**config.mk**
```make
export PLATFORM = sky130hd
export DESIGN_NAME = reset_sequencer
export DESIGN_NICKNAME = d
export VERILOG_FILES = /design/src/rtl/reset_seq_pkg.sv /design/src/rtl/reset_seq_sync.sv /design/src/rtl/reset_sequencer.sv
export SDC_FILE = /design/constraint.sdc
export NUM_CORES = 1
export LEC_CHECK = 0
export ABC_CLOCK_PERIOD_IN_PS = 3600
export CORE_MARGIN = 8
export CORE_UTILIZATION = 57
export DETAILED_ROUTE_END_ITERATION = 6
export GPL_ROUTABILITY_DRIVEN = 1
export PLACE_DENSITY_LB_ADDON = 0.05
export SKIP_LAST_GASP = 1
export SYNTH_ARGS = -nofsm -noshare
export SYNTH_HDL_FRONTEND = slang
export SYNTH_SLANG_ARGS = --single-unit
```
**constraint.sdc**
```tcl
create_clock -name clk_sys -period 3.6 [get_ports clk_sys]
set_clock_uncertainty 0.05 [all_clocks]
set_input_delay 0.36 -clock clk_sys [delete_from_list [all_inputs] [get_ports clk_sys]]
set_output_delay 0.36 -clock clk_sys [all_outputs]
set_load 0.01 [all_outputs]
```
**src/rtl/reset_seq_pkg.sv**
```systemverilog
// Shared constants for the console reset sequencer: cause-vector layout and default timings.
// Latency: none (constants only).
// Backpressure: none (constants only).
package reset_seq_pkg;

    // The cause vector carries the generic sources in [NUM_SRC-1:0],
    // followed by two extra bits at these offsets above NUM_SRC.
    localparam int CAUSE_DL_OFS  = 0;
    localparam int CAUSE_DEF_OFS = 1;
    localparam int CAUSE_EXTRA   = 2;

    // Default timings: ~1000 clk_sys cycles of reset, and a deferred
    // reset roughly a tenth of a second after a ROM download ends.
    localparam int STRETCH_DEFAULT = 1000;
    localparam int DEFER_DEFAULT   = 5000000;
    localparam int CNT_W_DEFAULT   = 16;
    localparam int DEF_W_DEFAULT   = 23;

    // Width of the cause vector for a given number of generic sources.
    function automatic int cause_width(input int num_src);
        return num_src + CAUSE_EXTRA;
    endfunction

endpackage

```
**src/rtl/reset_seq_sync.sv**
```systemverilog
// Purpose: parametrised-width 2-flop synchronizer for asynchronous reset-request inputs (RESET_SEQ_SYNC_EN only).
// Latency: 2 clk_sys edges from input to output; outputs reset to 0 by reset_n.
// Backpressure: none; every bit is sampled every cycle.
`ifdef RESET_SEQ_SYNC_EN
module reset_seq_sync #(
    parameter int W = 1
) (
    input  logic         clk_sys,
    input  logic         reset_n,
    input  logic [W-1:0] d,
    output logic [W-1:0] q
);

    logic [W-1:0] meta;

    // Two back-to-back flops; the first may go metastable, the second resolves it.
    always_ff @(posedge clk_sys or negedge reset_n) begin
        if (!reset_n) begin
            meta <= '0;
            q    <= '0;
        end else begin
            meta <= d;
            q    <= meta;
        end
    end

endmodule
`endif

```
**src/rtl/reset_sequencer.sv**
```systemverilog
// Purpose: merges maskable reset requests, ROM download and a deferred post-download request into one stretched core_reset (optional input sync via RESET_SEQ_SYNC_EN).
// Latency: request sampled at edge k raises core_reset after edge k+2 (k+4 with RESET_SEQ_SYNC_EN); a 1-cycle request gives STRETCH cycles of reset.
// Backpressure: none; requests are levels, retriggers extend the pulse, pll_locked=0 forces core_reset high.
module reset_sequencer
    import reset_seq_pkg::*;
#(
    parameter int NUM_SRC      = 4,
    parameter int STRETCH      = STRETCH_DEFAULT,
    parameter int DEFER_CYCLES = DEFER_DEFAULT,
    parameter int CNT_W        = CNT_W_DEFAULT,
    parameter int DEF_W        = DEF_W_DEFAULT
) (
    input  logic                 clk_sys,
    input  logic                 reset_n,
    input  logic                 pll_locked,
    input  logic [NUM_SRC-1:0]   src_req,
    input  logic [NUM_SRC-1:0]   src_mask,
    input  logic                 download,
    input  logic                 defer_en,
    output logic                 core_reset,
    output logic                 defer_pending,
    output logic [NUM_SRC+1:0]   cause
);

    localparam int               CW         = cause_width(NUM_SRC);
    localparam logic [CNT_W-1:0] STRETCH_LD = CNT_W'(STRETCH);
    localparam logic [DEF_W-1:0] DEFER_LD   = DEF_W'(DEFER_CYCLES);

    // ------------------------------------------------------------------
    // Input conditioning
    // ------------------------------------------------------------------
    logic [NUM_SRC-1:0] src_in;
    logic               download_in;
    logic               pll_in;

`ifdef RESET_SEQ_SYNC_EN
    logic [NUM_SRC+1:0] sync_d;
    logic [NUM_SRC+1:0] sync_q;

    assign sync_d = {pll_locked, download, src_req};

    // pll_locked synchronizes to 0 during reset, so core_reset stays
    // asserted until a real lock indication has crossed into clk_sys.
    reset_seq_sync #(
        .W (NUM_SRC + 2)
    ) u_sync (
        .clk_sys (clk_sys),
        .reset_n (reset_n),
        .d       (sync_d),
        .q       (sync_q)
    );

    assign src_in      = sync_q[NUM_SRC-1:0];
    assign download_in = sync_q[NUM_SRC];
    assign pll_in      = sync_q[NUM_SRC+1];
`else
    assign src_in      = src_req;
    assign download_in = download;
    assign pll_in      = pll_locked;
`endif

    // ------------------------------------------------------------------
    // Deferred-reset timer
    // ------------------------------------------------------------------
    logic [DEF_W-1:0] def_timer;
    logic [DEF_W-1:0] def_timer_nxt;
    logic             def_fire;

    // Fires exactly once, on the last count before the timer reaches zero.
    assign def_fire = (def_timer == DEF_W'(1));

    // Held at full delay while the download runs, so the delay counts from
    // its falling edge; once armed, clearing defer_en does not cancel it.
    always_comb begin
        def_timer_nxt = def_timer;
        if (download_in && defer_en) begin
            def_timer_nxt = DEFER_LD;
        end else if (def_timer != '0) begin
            def_timer_nxt = def_timer - DEF_W'(1);
        end
    end

    // Timer register; defer_pending is registered from the same next value
    // so it always equals (def_timer != 0).
    always_ff @(posedge clk_sys or negedge reset_n) begin
        if (!reset_n) begin
            def_timer     <= '0;
            defer_pending <= 1'b0;
        end else begin
            def_timer     <= def_timer_nxt;
            defer_pending <= (def_timer_nxt != '0);
        end
    end

    // ------------------------------------------------------------------
    // Request stage
    // ------------------------------------------------------------------
    logic [CW-1:0] src_c;
    logic [CW-1:0] src_q;
    logic          req_c;
    logic          req_q;

    // Build the per-source request vector in cause-bit layout.
    always_comb begin
        src_c                         = '0;
        src_c[NUM_SRC-1:0]            = src_in & ~src_mask;
        src_c[NUM_SRC + CAUSE_DL_OFS] = download_in;
        src_c[NUM_SRC + CAUSE_DEF_OFS]= def_fire;
        req_c                         = |src_c;
    end

    // Register the merged request and its source vector together so cause
    // capture lines up with the counter reload.
    always_ff @(posedge clk_sys or negedge reset_n) begin
        if (!reset_n) begin
            req_q <= 1'b0;
            src_q <= '0;
        end else begin
            req_q <= req_c;
            src_q <= src_c;
        end
    end

    // ------------------------------------------------------------------
    // Stretch counter and core_reset
    // ------------------------------------------------------------------
    logic [CNT_W-1:0] stretch_cnt;

    // Reload on any registered request, otherwise count down to zero and stop.
    // Starts loaded so the core sees a full-length power-on reset.
    always_ff @(posedge clk_sys or negedge reset_n) begin
        if (!reset_n) begin
            stretch_cnt <= STRETCH_LD;
        end else if (req_q) begin
            stretch_cnt <= STRETCH_LD;
        end else if (stretch_cnt != '0) begin
            stretch_cnt <= stretch_cnt - CNT_W'(1);
        end
    end

    // Registered reset output; an unlocked PLL overrides the counter.
    always_ff @(posedge clk_sys or negedge reset_n) begin
        if (!reset_n) begin
            core_reset <= 1'b1;
        end else begin
            core_reset <= (stretch_cnt != '0) || !pll_in;
        end
    end

    // ------------------------------------------------------------------
    // Cause capture
    // ------------------------------------------------------------------
    // A request arriving with the counter idle starts a fresh record;
    // requests landing inside a running pulse accumulate into it.
    // The record is left untouched once the pulse ends.
    always_ff @(posedge clk_sys or negedge reset_n) begin
        if (!reset_n) begin
            cause <= '0;
        end else if (req_q) begin
            if (stretch_cnt == '0) begin
                cause <= src_q;
            end else begin
                cause <= cause | src_q;
            end
        end
    end

endmodule

```
==> impl_metrics.json, run 1 <==
{
  "synth.avg_cell_area_um2": 10.4,
  "grt_max_degree": 38,
  "crit_arrival_ps": 3330,
  "r2r-end": "defer_pending",
  "path_clk_slew_ps": 100,
  "syn_inst": 252,
  "numCtsBuffers": 5,
  "dieArea_um2": 7050,
  "outcome": "finished clean",
  "post_cts_buffers": 0,
  "synth_nets": 268,
  "cts_tree": "built",
  "dr.pass1.iters": 4,
  "dpl_cell_area_um2": 2870,
  "ir_drop_mv": 0.297,
  "layout.nets": 289,
  "port_buffers": 20,
  "final_common_cell": "dfrtp_1",
  "synth_edf_count": 0,
  "core-area_um2": 4410,
  "worst_slew_pin_slew_ps": 784,
  "postRouteAntennaNets": 0,
  "period_minus_slack_ps": 3210,
  "start_util_pct": 59.6,
  "finalNonFillerCells": 326,
  "fill_cells": 346,
  "routed_via_density": 5.82,
  "most-common-layout-cells": "dfrtp_1 (47), nor2_1 (30), clkdlybuf4s50_1 (19)",
  "grt-ovfl-total": 0,
  "ctsResizeCount": 0,
  "seq_area_frac_synth_pct": 51.7,
  "fin_crit_sh_pct": 89.1,
  "clock_path_buffers": 2,
  "yosysWarnings": 0,
  "hold_class": "in -> async",
  "n_antenna_cell": 0,
  "fin_setup_tns_ps": 0,
  "drt_iter0_markers": 71,
  "hold_slack_ps": 72.5,
  "fmax_mhz": 312,
  "reg2regPathDepth": 9,
  "slew_violations": 0,
  "cellLeakagePower_nw": 1.19,
  "start_kind": "register",
  "maxCapViolCount": 0,
  "ioPinCount": 21,
  "hold_violations": 0,
  "design_area_um2": 3010,
  "wire_per_inst_um": 15.7,
  "die_h_um": 83.9,
  "routed_wirelength_um": 5130,
  "relSlewSlack_pct": 47.7,
  "antenna_found_initial": 0,
  "worstSkewPairLatency_ps": 310,
  "syn_area_um2": 2630,
  "worstSetupPathType": "reg -> reg",
  "synth-seq-cells": 54,
  "yosysUniqueCellTypes": 47,
  "die_w_um": 83.9,
  "dp_hpwl_um": 3640,
  "rsz0062_at_grt": "no",
  "grt_use_total_pct": 15.3,
  "power_density_nw_per_um2": 473,
  "async_flop_share_pct": 100,
  "drcViolationCount": 0,
  "grt_pass1_vias": 1918,
  "dp_cells": 318,
  "required_ps": 3720,
  "cts_hold_buf": 0,
  "area_growth_pct": 14.4,
  "finalWeightedCongestion": 0.875,
  "synth_ff_type": "dfrtp_1",
  "rows": 24,
  "setup_slack_ps": 393,
  "grt_pass1_wl_um": 8970,
  "layout-drive-gt1-share_pct": 9.12,
  "cts_num_sinks": 54,
  "root_buffer": "clkbuf_8",
  "critPathCaptureType": "register",
  "setup_viol": 0,
  "reg2reg_from": "def_timer[0]",
  "vias": 1898,
  "place_ws_ps": 424,
  "h-tree-depth": 2,
  "path_max_fanout": 11,
  "r2r_slack_ps": 390
}
[flip-flops by register name, indices dropped and copies added, names as in the netlist]
register,count
src_q,6
req_q,1
cause,6
defer_pending,1
core_reset,1
stretch_cnt,16
def_timer,23
[metrics by stage]
stage	util, %	power [mW]
5_1_grt	68.2	1.50
6_report	68.2	1.42
3_5_place_dp	65.0	0.944
2_1_floorplan	-	0.871
4_1_cts	68.2	1.44
3_3_place_gp	65.0	0.939
[synth_stat cells, drive strengths merged (7+ instances only)]
| library cell | n | area share, % |
|---|---|---|
| nor2 | 31 | 5.0 |
| dfrtp | 47 | 45 |
| nor4 | 10 | 3.2 |
| dfstp | 7 | 7.0 |
| xor2 | 10 | 3.3 |
| xnor2 | 11 | 3.7 |
| nand2 | 15 | 2.1 |
| nor3 | 12 | 2.3 |
| or3 | 10 | 2.4 |
| or4 | 10 | 3.0 |
[critical path, cell delays in order (launching register included)]
cell,delay [ps]
dfrtp_1,430
inv_1,110
ha_1,260
nor3b_1,320
nand4_2,370
nor2_8,230
or3_1,170
nand3_1,90
or4_1,530
or4_1,520
[where the power goes]
part	total (mW)	internal (mW)	switching, mW	leakage (nW)
combinational	0.223	0.0975	0.125	0.486
sequential	0.709	0.652	0.0578	0.638
clock	0.492	0.296	0.195	0.0714
[worst max-delay path by stage]
stage	from	end	slack (ps)	cells past startpoint
after floorplan	def_timer[0]	defer_pending	680	10
after global placement	def_timer[0]	defer_pending	550	9
after detailed placement	def_timer[0]	defer_pending	420	9
after CTS	def_timer[0]	defer_pending	400	9
after global routing	def_timer[0]	defer_pending	10	9
final	def_timer[0]	defer_pending	390	9
[per-layer routing]
| metal | vias to the layer above | wire length, um | GRT usage, % |
|---|---|---|---|
| met5 | - | 0 | 0 |
| met4 | 0 | 82 | 6.59 |
| met3 | 7 | 87 | 2.64 |
| met2 | 13 | 2570 | 25.7 |
| met1 | 920 | 2400 | 18.7 |
| li1 | 958 | - | - |
[kinds of logic after synthesis]
family | synth area share [%]
compound gates | 10.0
xor+xnor | 6.99
fa+ha+maj | 1.43
buf+inv | 2.19
flops | 51.7
mux | 1.14
simple gates | 26.5
[area by class of cell]
type / instances / area [um2] / area share (%)
clock inverter: 2 / 60.1 / 2.00
tap: 52 / 65.1 / 2.16
timing repair buffer: 22 / 210 / 6.98
clock buffer: 6 / 82.6 / 2.74
sequential: 54 / 1360 / 45.2
inverter: 5 / 18.8 / 0.623
multi-input combinational: 185 / 1210 / 40.3
Note: power is estimated with default switching activity, not from simulation.
==> run 2: changes to the inputs <==
Settings changed: CORE_UTILIZATION 57 to 25, RECOVER_POWER set to 50.
==> run 2 against run 1 <==
  * The flow now finishes with violations (max-capacitance violations, max-slew violations)
  * Highest routed layer unchanged
  * Total power fell by 4.2%
  * Non-clock buffer count rose by 1
  * Worst hold slack better by 370 ps
  * First-iteration DRC count up 8.5%
  * Largest power group unchanged
  * Sequential share of layout area down 1.2 points
==> impl_metrics.json, run 2 (synthesis results as in run 1) <==
{
  "outcome": "finished with violations",
  "failed_checks": "max-capacitance violations, max-slew violations",
  "worst_slew_pin_slew_ps": 1820,
  "ioPinCount": 21,
  "cts_tree": "built",
  "dr.pass1.iters": 4,
  "dpl_cell_area_um2": 2980,
  "fill_cells": 1096,
  "largest_register": "def_timer",
  "crit_arrival_ps": 3390,
  "grt-ovfl-total": 0,
  "layout-drive-gt1-share_pct": 8.73,
  "grt_pass1_vias": 2008,
  "crit_chain": "inv_1 -> ha_1 -> nor3b_1 -> nand4_2 -> nor2_8 -> or3_1 -> nand3_1 -> or4_1 -> or4_1",
  "path_max_fanout": 11,
  "path_clk_slew_ps": 110,
  "n_antenna_cell": 0,
  "fmax_mhz": 307,
  "worstSetupPathType": "reg -> reg",
  "worst-path-buf-inv": 1,
  "core-area_um2": 10300,
  "ctsResizeCount": 0,
  "grt_pass1_wl_um": 10300,
  "largest_register_ffs": 23,
  "h-tree-depth": 2,
  "final_common_cell": "dfrtp_1",
  "clock_path_buffers": 2,
  "die_w_um": 119,
  "setup_viol": 0,
  "place_ws_ps": 368,
  "period_minus_slack_ps": 3260,
  "multi_input_area_um2": 1210,
  "worstSkewPairLatency_ps": 310,
  "most-common-layout-cells": "dfrtp_1 (47), nor2_1 (30), nand2_1 (15)",
  "fin_setup_tns_ps": 0,
  "postRouteAntennaNets": 0,
  "vias": 1897,
  "dp_hpwl_um": 4460,
  "area_growth_pct": 17.5,
  "slew_violations": 35,
  "post_cts_buffers": 0,
  "routed_via_density": 4.62,
  "seq_area_um2": 1360,
  "wire_per_inst_um": 14.8,
  "power_density_nw_per_um2": 441,
  "die_h_um": 119,
  "grt_max_degree": 35,
  "hold_class": "reg -> reg",
  "critPathCaptureType": "register",
  "antenna_found_initial": 0,
  "cts_hold_buf": 0,
  "ir_drop_mv": 0.167,
  "cp_slowest_cell": "or4_1",
  "numCtsBuffers": 5,
  "drcViolationCount": 0,
  "hold_violations": 0,
  "maxCapViolCount": 1,
  "power_mw": 1.36,
  "dieArea_um2": 14100,
  "setup_slack_ps": 340,
  "start_util_pct": 25.6,
  "rsz0062_at_grt": "no",
  "crit_top_cell": "or4_1",
  "rows": 37,
  "drt_iter0_markers": 77,
  "root_buffer": "clkbuf_8",
  "finalWeightedCongestion": 0.755,
  "relSlewSlack_pct": -21.3,
  "largestRegisters": "def_timer x23, stretch_cnt x16",
  "critPathMaxStageDelay_ps": 540,
  "cellLeakagePower_nw": 1.18,
  "fin_crit_sh_pct": 90.5,
  "routed_wirelength_um": 6070,
  "grt_use_total_pct": 8.96,
  "design_area_um2": 3090,
  "cts_num_sinks": 54,
  "start_kind": "register",
  "path_delay_family": "simple AND/OR/NAND/NOR gates",
  "port_buffers": 20,
  "layout.nets": 290,
  "required_ps": 3730
}
==> run 2: routing by layer <==
layer	track usage (%)	wire, um	up-vias
met4	2.13	41	0
li1	-	-	960
met3	2.05	162	2
met1	10.7	2800	921
met5	0	0	-
met2	15.9	3060	14
==> run 2: metrics by stage <==
stage / util, % / std cells / hold slack, ps
after floorplan: - / 252 / 14.4
after global placement: 29.0 / 403 / 409
after detailed placement: 29.0 / 403 / 416
after CTS: 30.1 / 411 / 90.4
after global routing: 30.1 / 411 / 467
final: 30.1 / 411 / 439
==> run 2: worst register-to-register path, stage by stage (launching register included) <==
cell	delay (ps)
dfrtp_1	430
inv_1	110
ha_1	260
nor3b_1	340
nand4_2	380
nor2_8	250
or3_1	170
nand3_1	100
or4_1	540
or4_1	500
==> run 2: cell type report <==
type,instances,share of cell area (%)
Clock buffer,5,2.23
Clock inverter,3,1.54
Inverter,5,0.607
Multi-Input combinational cell,185,39.3
Sequential cell,54,44.0
Tap cell,136,5.50
Timing Repair Buffer,23,6.88
==> run 2: path summary, 6_finish.rpt <==
| check | start | endpoint | slack, ps | cells past startpoint |
|---|---|---|---|---|
| min in group asynchronous | reset_n | cause[0] | 480 | 1 |
| max in group asynchronous | reset_n | def_timer[6] | 1200 | 2 |
| min reg2reg | src_q[4] | cause[4] | 440 | 1 |
| min | src_q[4] | cause[4] | 440 | 1 |
| max | def_timer[0] | defer_pending | 340 | 9 |
| max reg2reg | def_timer[0] | defer_pending | 340 | 9 |
==> run 2: power breakdown <==
part	switching, mW	leakage (nW)	internal (mW)	total (mW)
clock	0.217	0.0587	0.211	0.429
sequential	0.0602	0.638	0.651	0.712
combinational	0.128	0.486	0.0965	0.224
